--- src/rtl/predictor_update_sequencer.sv ---
// Predictor update sequencer: round-robin merges two branch-resolution streams into a small
// queue, then drains each entry into a BTB write and a gshare 2-bit counter read-modify-write.
//
// state | meaning
// IDLE  | head of queue is examined; no-jump entries are discarded, jumps start a counter read
// RMW   | counter read data returns; counter, BTB and GHR are updated from the held entry
module predictor_update_sequencer #(
    parameter int PC_BITS          = 32,
    parameter int BTB_SIZE         = 256,
    parameter int GSH_SIZE         = 256,
    parameter int GSH_HISTORY_BITS = 2,
    parameter int FIFO_DEPTH       = 4,
    localparam int BTB_IDX_BITS    = $clog2(BTB_SIZE),
    localparam int GSH_IDX_BITS    = $clog2(GSH_SIZE),
    localparam int CNT_BITS        = $clog2(FIFO_DEPTH) + 1,
    localparam int UPD_BITS        = 2 * PC_BITS + 8
) (
    input  logic                             clk,
    input  logic                             rst_n,
    input  logic [1:0]                       req_valid_i,
    output logic [1:0]                       req_ready_o,
    input  logic [1:0][UPD_BITS-1:0]         req_upd_i,
    input  logic                             flush_i,
    output logic                             btb_wr_en_o,
    output logic [BTB_IDX_BITS-1:0]          btb_wr_idx_o,
    output logic [PC_BITS-1:0]               btb_wr_orig_pc_o,
    output logic [PC_BITS-1:0]               btb_wr_target_o,
    output logic                             gsh_rd_en_o,
    output logic [GSH_IDX_BITS-1:0]          gsh_rd_idx_o,
    input  logic [1:0]                       gsh_rd_data_i,
    output logic                             gsh_wr_en_o,
    output logic [GSH_IDX_BITS-1:0]          gsh_wr_idx_o,
    output logic [1:0]                       gsh_wr_data_o,
    output logic [GSH_HISTORY_BITS-1:0]      ghr_o,
    output logic [CNT_BITS-1:0]              fifo_count_o,
    output logic                             busy_o
);

    localparam int PTR_BITS = $clog2(FIFO_DEPTH);

    typedef enum logic {IDLE, RMW} state_t;

    // Only the fields the update path consumes are queued.
    typedef struct packed {
        logic               valid_jump;
        logic [PC_BITS-1:0] orig_pc;
        logic [PC_BITS-1:0] jump_address;
        logic               jump_taken;
    } entry_t;

    function automatic entry_t decode_upd(input logic [UPD_BITS-1:0] upd);
        entry_t e;
        e.valid_jump   = upd[UPD_BITS-1];
        e.orig_pc      = upd[UPD_BITS-2 -: PC_BITS];
        e.jump_address = upd[PC_BITS+6 -: PC_BITS];
        e.jump_taken   = upd[6];
        return e;
    endfunction

    entry_t                      fifo_mem [FIFO_DEPTH];
    logic [PTR_BITS-1:0]         wr_ptr;
    logic [PTR_BITS-1:0]         rd_ptr;
    logic [CNT_BITS-1:0]         count;
    logic                        rr_ptr;
    state_t                      state;
    logic [GSH_HISTORY_BITS-1:0] ghr;
    logic [PC_BITS-1:0]          hold_pc;
    logic [PC_BITS-1:0]          hold_target;
    logic                        hold_taken;
    logic [GSH_IDX_BITS-1:0]     hold_gsh_idx;

    logic                        full;
    logic                        empty;
    logic [1:0]                  ready;
    logic                        grant_idx;
    logic                        push;
    logic                        pop;
    logic                        rd_en;
    logic                        wr_en;
    logic                        btb_en;
    entry_t                      push_entry;
    entry_t                      head;
    logic [GSH_IDX_BITS-1:0]     head_gsh_idx;
    logic [1:0]                  new_ctr;
    logic                        unused_upd_fields;

    assign unused_upd_fields = ^{req_upd_i[0][5:0], req_upd_i[1][5:0]};

    always_comb begin
        full         = (count == CNT_BITS'(FIFO_DEPTH));
        empty        = (count == '0);
        ready[0]     = !full && !flush_i && (rr_ptr == 1'b0 || !req_valid_i[1]);
        ready[1]     = !full && !flush_i && (rr_ptr == 1'b1 || !req_valid_i[0]);
        grant_idx    = req_valid_i[1] && ready[1];
        push         = |(req_valid_i & ready);
        push_entry   = decode_upd(req_upd_i[grant_idx]);
        head         = fifo_mem[rd_ptr];
        head_gsh_idx = head.orig_pc[GSH_IDX_BITS:1] ^ GSH_IDX_BITS'(ghr);
        // The read strobe may fire during a flush; the state machine simply ignores it.
        rd_en        = (state == IDLE) && !empty && head.valid_jump;
        pop          = (state == IDLE) && !empty && !flush_i;
        wr_en        = (state == RMW) && !flush_i;
        btb_en       = wr_en && hold_taken;
        if (hold_taken) begin
            new_ctr = (gsh_rd_data_i == 2'b11) ? 2'b11 : gsh_rd_data_i + 2'b01;
        end else begin
            new_ctr = (gsh_rd_data_i == 2'b00) ? 2'b00 : gsh_rd_data_i - 2'b01;
        end
    end

    assign req_ready_o      = ready;
    assign gsh_rd_en_o      = rd_en;
    assign gsh_rd_idx_o     = rd_en ? head_gsh_idx : '0;
    assign gsh_wr_en_o      = wr_en;
    assign gsh_wr_idx_o     = wr_en ? hold_gsh_idx : '0;
    assign gsh_wr_data_o    = wr_en ? new_ctr : 2'b00;
    assign btb_wr_en_o      = btb_en;
    assign btb_wr_idx_o     = btb_en ? hold_pc[BTB_IDX_BITS:1] : '0;
    assign btb_wr_orig_pc_o = btb_en ? hold_pc : '0;
    assign btb_wr_target_o  = btb_en ? hold_target : '0;
    assign ghr_o            = ghr;
    assign fifo_count_o     = count;
    assign busy_o           = !empty || (state != IDLE);

    always_ff @(posedge clk) begin
        if (push) begin
            fifo_mem[wr_ptr] <= push_entry;
        end
    end

    always_ff @(posedge clk or negedge rst_n) begin
        if (!rst_n) begin
            wr_ptr       <= '0;
            rd_ptr       <= '0;
            count        <= '0;
            rr_ptr       <= 1'b0;
            state        <= IDLE;
            ghr          <= '0;
            hold_pc      <= '0;
            hold_target  <= '0;
            hold_taken   <= 1'b0;
            hold_gsh_idx <= '0;
        end else begin
            if (flush_i) begin
                wr_ptr <= '0;
                rd_ptr <= '0;
                count  <= '0;
            end else begin
                if (push) begin
                    wr_ptr <= wr_ptr + PTR_BITS'(1);
                end
                if (pop) begin
                    rd_ptr <= rd_ptr + PTR_BITS'(1);
                end
                count <= count + CNT_BITS'(push) - CNT_BITS'(pop);
            end
            if (push) begin
                rr_ptr <= ~grant_idx;
            end
            case (state)
                IDLE: begin
                    if (pop && head.valid_jump) begin
                        hold_pc      <= head.orig_pc;
                        hold_target  <= head.jump_address;
                        hold_taken   <= head.jump_taken;
                        hold_gsh_idx <= head_gsh_idx;
                        state        <= RMW;
                    end
                end
                RMW: begin
                    // Shift in the outcome; the cast keeps the youngest history bits.
                    if (!flush_i) begin
                        ghr <= GSH_HISTORY_BITS'({ghr, hold_taken});
                    end
                    state <= IDLE;
                end
                default: state <= IDLE;
            endcase
        end
    end

endmodule

--- config.mk ---
export PLATFORM = sky130hd
export DESIGN_NAME = predictor_update_sequencer
export DESIGN_NICKNAME = d
export VERILOG_FILES = /design/src/rtl/predictor_update_sequencer.sv
export SDC_FILE = /design/constraint.sdc
export NUM_CORES = 1
export LEC_CHECK = 0
export ABC_AREA = 1
export BUFFER_PORTS_ARGS = -buffer_cell sky130_fd_sc_hd__buf_2
export CAP_MARGIN = 40
export CORE_ASPECT_RATIO = 0.75
export CORE_MARGIN = 1
export CORE_UTILIZATION = 45
export CTS_BUF_LIST = sky130_fd_sc_hd__clkbuf_8
export CTS_CLUSTER_SIZE = 8
export DETAILED_ROUTE_END_ITERATION = 7
export PLACE_DENSITY = 0.66
export SYNTH_ARGS = -nofsm -noshare
export SYNTH_HDL_FRONTEND = slang
export SYNTH_SLANG_ARGS = --single-unit
--- constraint.sdc ---
create_clock -name clk -period 6.1 [get_ports clk]
set_clock_uncertainty 0.2 [all_clocks]
set_input_delay 0.61 -clock clk [delete_from_list [all_inputs] [get_ports clk]]
set_output_delay 0.61 -clock clk [all_outputs]
set_load 0.01 [all_outputs]
* Yosys cells after proc, flatten, opt, wreduce, memory -nomap -nowiden *
Memory sizes are Yosys's and may differ from the RTL's.
Index checks and enable logic that the tools add are counted.

operators by class
  magnitude comparators = 1
  add/sub/neg operators = 6
  reductions and logical operators = 25
  equal/unequal tests = 2
  bitwise logic cells = 6
  mux-type cells = 20

operators by type and width
  operator             count
  $mux 72              2
  $mux 32              2
  $mux 8               3
  $mux 2               8
  $logic_and 1x1->1    10
  $xor 8x2->8          1
  $add 2x1->2 const B  3
  $logic_not 1->1      5
  $not 1->1            4
  $reduce_and 2->1     2
  $reduce_bool 2->1    2
  $add 3x1->3          1
  $eq 3x3->1 const B   1
  $logic_not 3->1      1
  $logic_or 1x1->1     3
  $mux 1               3
  $mux 3               1
  $sub 3x1->3          1
  $and 2x2->2          1
  $eq 2x2->1 const B   1
  $logic_not 2->1      1
  $lt 1x2->1 const B   1
  $pmux 1 s2           1
  $reduce_or 2->1      1
  $sub 2x1->2 const B  1

word-level totals
  memory bits (writable) = 264
  logic and storage cells = 71
  output and inout bits = 101
  register bits after elaboration = 84
  memories kept = 1

memory list
  memory    depth  bits a word  read ports  clocked after Yosys merged registers in  wr ports  RTL line  text
  fifo_mem  4      66           1           0                                        1         60        entry_t fifo_mem [FIFO_DEPTH];

* Logic depth before layout (Yosys ltp) *
  word-level depth = 9
  depth in mapped cells = 13

* Least setup slack after synthesis *
Ideal clock, no wire load.

  path kind = input to register
  from = input flush_i
  to = memory fifo_mem[0][0] (netlist name) (enable)
  path buffers = 1
  data required time = 5,410 ps
  library setup time = 490 ps
  arrival = 4,060 ps
  cell stages on the path = 6
  slack = 1,350 ps
  cells stage by stage = inv_2 -> nand4_2 -> buf_4 -> nand2_1 -> inv_1 -> nor2_1

on the way
  word-level cells in the longest chain between the ends = 7

RTL lines
  what                                         RTL line  text
  start, declared                              23        input logic flush_i,
  $logic_not 1->1 *                            n/a
  $logic_and 1x1->1 *                          92, 93
  $logic_and 1x1->1, on equally long branches  92, 93
  $and 2x2->2 *                                95        push = |(req_valid_i & ready);
  $reduce_or 2->1 *                            95
  $mux 1 *                                     126       if (push) begin
  $mux 1 (not written as such) *               127       fifo_mem[wr_ptr] <= push_entry;
  end, declared                                60

Every way passes the cells marked *; elsewhere a longest branch is shown, timed or not.

* Worst setup path in the final report *
  from = register rd_ptr[0]
  to = output gsh_rd_idx_o[7]

on the way
  word-level cells in the longest chain between the ends = 3

RTL lines
  what                                              RTL line  text
  start, declared                                   62        logic [PTR_BITS-1:0] rd_ptr;
  start signal, assigned                            153       rd_ptr <= rd_ptr + PTR_BITS'(1);
  $mem_v2 4x66 *                                    n/a
  $xor 8x2->8 or $logic_and 1x1->1 (tied branches)  98, 100
  $mux 8 *                                          113       assign gsh_rd_idx_o = rd_en ? head_gsh_idx : '0;
  end, declared                                     29        output logic [GSH_IDX_BITS-1:0] gsh_rd_idx_o,

Marks and branches as above.

==> metrics.txt <==
status finished, final reports clean; commonest cells after routing, fill and taps aside o21ai_0 (281), nor2_1 (264), edfxtp_1 (264), buf_2 (238), inv_1 (190); total core area 31,500 um2; met3 Use GR 0.0325; Max stage delay on crit path 0.69 ns; CP max stage cell dfrtp_4; most common cell after layout, fill and taps aside o21ai_0; crit path DAT 3.24 ns; CTS Root Cell clkbuf_8; Cell Area, Synth 14,600 um2; post-synthesis cell count 1,403; Residual DRC 0; sequential element share of the synthesized area 0.679; Hold WS 0.0748 ns; share of layout cells above drive strength 1 0.200; min Tclk post-route 4.05 ns; GRT Total Usage 0.197; Max-Cap Viols 0; first-pass GRT wire length 50,200 um; busiest layer in global routing met2; vias in the first global route 9,254; Final Slew Violations 0; Peak VDD IR 216 uV; leakage power 7.50 nW; Post-Route Setup TNS 0 ns; initial cell density of the core 0.462; worst skew pair latency 0.58 ns; Post-CTS Setup Inserts 0; sequence of cells on the critical path inv_4, buf_4, nor2_1, nor2_1, o21ai_0, a21oi_1, buf_2; fmax 247 MHz; FF+latch area 9880 um2; Final ANT Viol Nets 0; critical path required time 5.29 ns; gr ovfl total 0; Critical Path Sink Type output port; Clock Tree Buf Depth 3; final instance area 17,200 um2; PortBufs 239; Post-DP Area 16,100 um2; # H-tree levels 2; worst slew pin tran 0.872 ns; Max FO, Critical Path 84; Placer Congestion 0.754; clk slew on worst S/H paths 0.06 ns; synth unique cells 29; Avg WL per Cell 15.4 um; synthesized area per cell 10.4 um2; Buf/Inv on CP 3; # rows 56; largest net degree at the start of global routing 85; cell area power density 416 nW/um2; Fillers 2,727; met2 global-route usage 0.320; IO Pins 252; startpoint types register; routed via count 10,100; yosys warns 0; most frequent cell on the critical path nor2_1; Clock Sinks 342; Critical Setup Path Class reg -> out; setup slack, reg-to-reg 2.77 ns; Final #Nets 1,789; Die Ht 158 um; syn nets 1,561; multi-input logic area 3660 um2; via/cell ratio 4.84; hpwl dp 19,800 um; Final Cycle Share 0.665; CTS tree built; drt initial violations 604; HP Class in -> reg; initial antenna violation count 0; final setup fails 0; relative slew slack 0.419; Fin. Hold Viols 0; total die area 33,100 um2; met1 Use GR 0.276; Layout area overhead 17.9%; TritonCTS Buffers 53; die width 210 um; Total Routed Length 32,100 um; synthesized flop and latch total 342; RSZ-0062 raised after global routing no; crit-path leading delay family buffers and inverters; 1st-pass router iterations 5
## power breakdown
| group | total, mW | internal (mW) | leakage, nW | switching (mW) |
|---|---|---|---|---|
| logic | 2.08 | 0.637 | 3.51 | 1.45 |
| clock network | 1.80 | 0.958 | 0.623 | 0.841 |
| registers | 3.25 | 3.07 | 3.37 | 0.181 |
## worst register-to-register path, stage by stage, from the launching register on
cell     delay (ns)
dfrtp_4        0.69
inv_4          0.67
nand2_1        0.11
nand3_1        0.11
nand2_2        0.10
nor2_8         0.67
buf_4          0.47
o21ai_0        0.17
## cells by family (layout without fill, tap and decap cells)
kind of cell | after synthesis | in the layout | share of synthesized area
buffers and inverters | 248 | 517 | 0.0730
AND/OR/NAND/NOR | 468 | 468 | 0.125
adder cells (fa/ha/maj) | 7 | 7 | 0.00653
AO/OA/AOI/OAI | 336 | 336 | 0.116
flip-flops | 342 | 342 | 0.679
other | 0 | 2 | 0
XOR/XNOR | 2 | 2 | 0.00120
## flip-flops by register name, summed over array words and instances, names as in the netlist
register	flops
hold_taken	1
rr_ptr	1
wr_ptr	2
hold_target	32
state	1
rd_ptr	2
fifo_mem	264
ghr_o	2
hold_gsh_idx	2
fifo_count_o	3
hold_pc	32
## stage by stage
step | cells | power, mW | setup WS, ns | utilization
3_3_place_gp | 1976 | 5.30 | 2.58 | 0.508
6_report | 2080 | 7.13 | 2.05 | 0.544
4_1_cts | 2078 | 7.21 | 1.95 | 0.544
3_5_place_dp | 1981 | 5.41 | 2.59 | 0.512
2_1_floorplan | 1403 | 4.74 | 1.35 | -
5_1_grt | 2078 | 7.63 | 1.80 | 0.544
## cells in the mapped netlist (all sizes together)
cell	n	share of area
a21oi	15	0.0052
and3	2	0.00086
buf	54	0.023
clkbuf	31	0.0080
dfrtp	78	0.13
edfxtp	264	0.54
fa	1	0.0014
ha	6	0.0052
inv	163	0.042
nand2	179	0.046
nand3	11	0.0041
nand4	4	0.0021
nor2	270	0.071
nor3	1	0.00034
o21ai	320	0.11
o22ai	1	0.00043
or2	1	0.00043
xnor2	1	0.00060
xor2	1	0.00060
## worst paths after layout
kind / start / endpoint / depth (start not counted)
setup / recovery: rd_ptr[0] / gsh_rd_idx_o[7] / 7
hold / removal: flush_i / fifo_count_o[1] / 2
setup reg to reg: rd_ptr[0] / hold_pc[26] / 7
hold reg to reg: hold_gsh_idx[0] / hold_gsh_idx[0] / 2
max in group asynchronous: rst_n / rd_ptr[0] / 3
min in group asynchronous: rst_n / hold_target[23] / 2
## final cells by class
cell class,count,area share
Timing Repair Buffer,258,0.0859
Clock inverter,34,0.00919
Inverter,163,0.0359
Multi-Input combinational cell,813,0.213
Clock buffer,62,0.0497
Tap cell,406,0.0296
Antenna cell,2,0.000292
Sequential cell,342,0.576
## routing by layer
metal  wire [um]  vias to the layer above
li1            -                     5109
met1       15200                     4648
met2       14800                      276
met3        1610                       41
met4         456                        0
met5           0                        -
## timing repair
action                                  in CTS  in global routing
hold buffers                                 1                  0
endpoints found under the setup margin       0                  0
resized for setup                            0                  0
endpoints found under the hold margin       30                  0
Note: power is estimated with default switching activity, not from simulation.
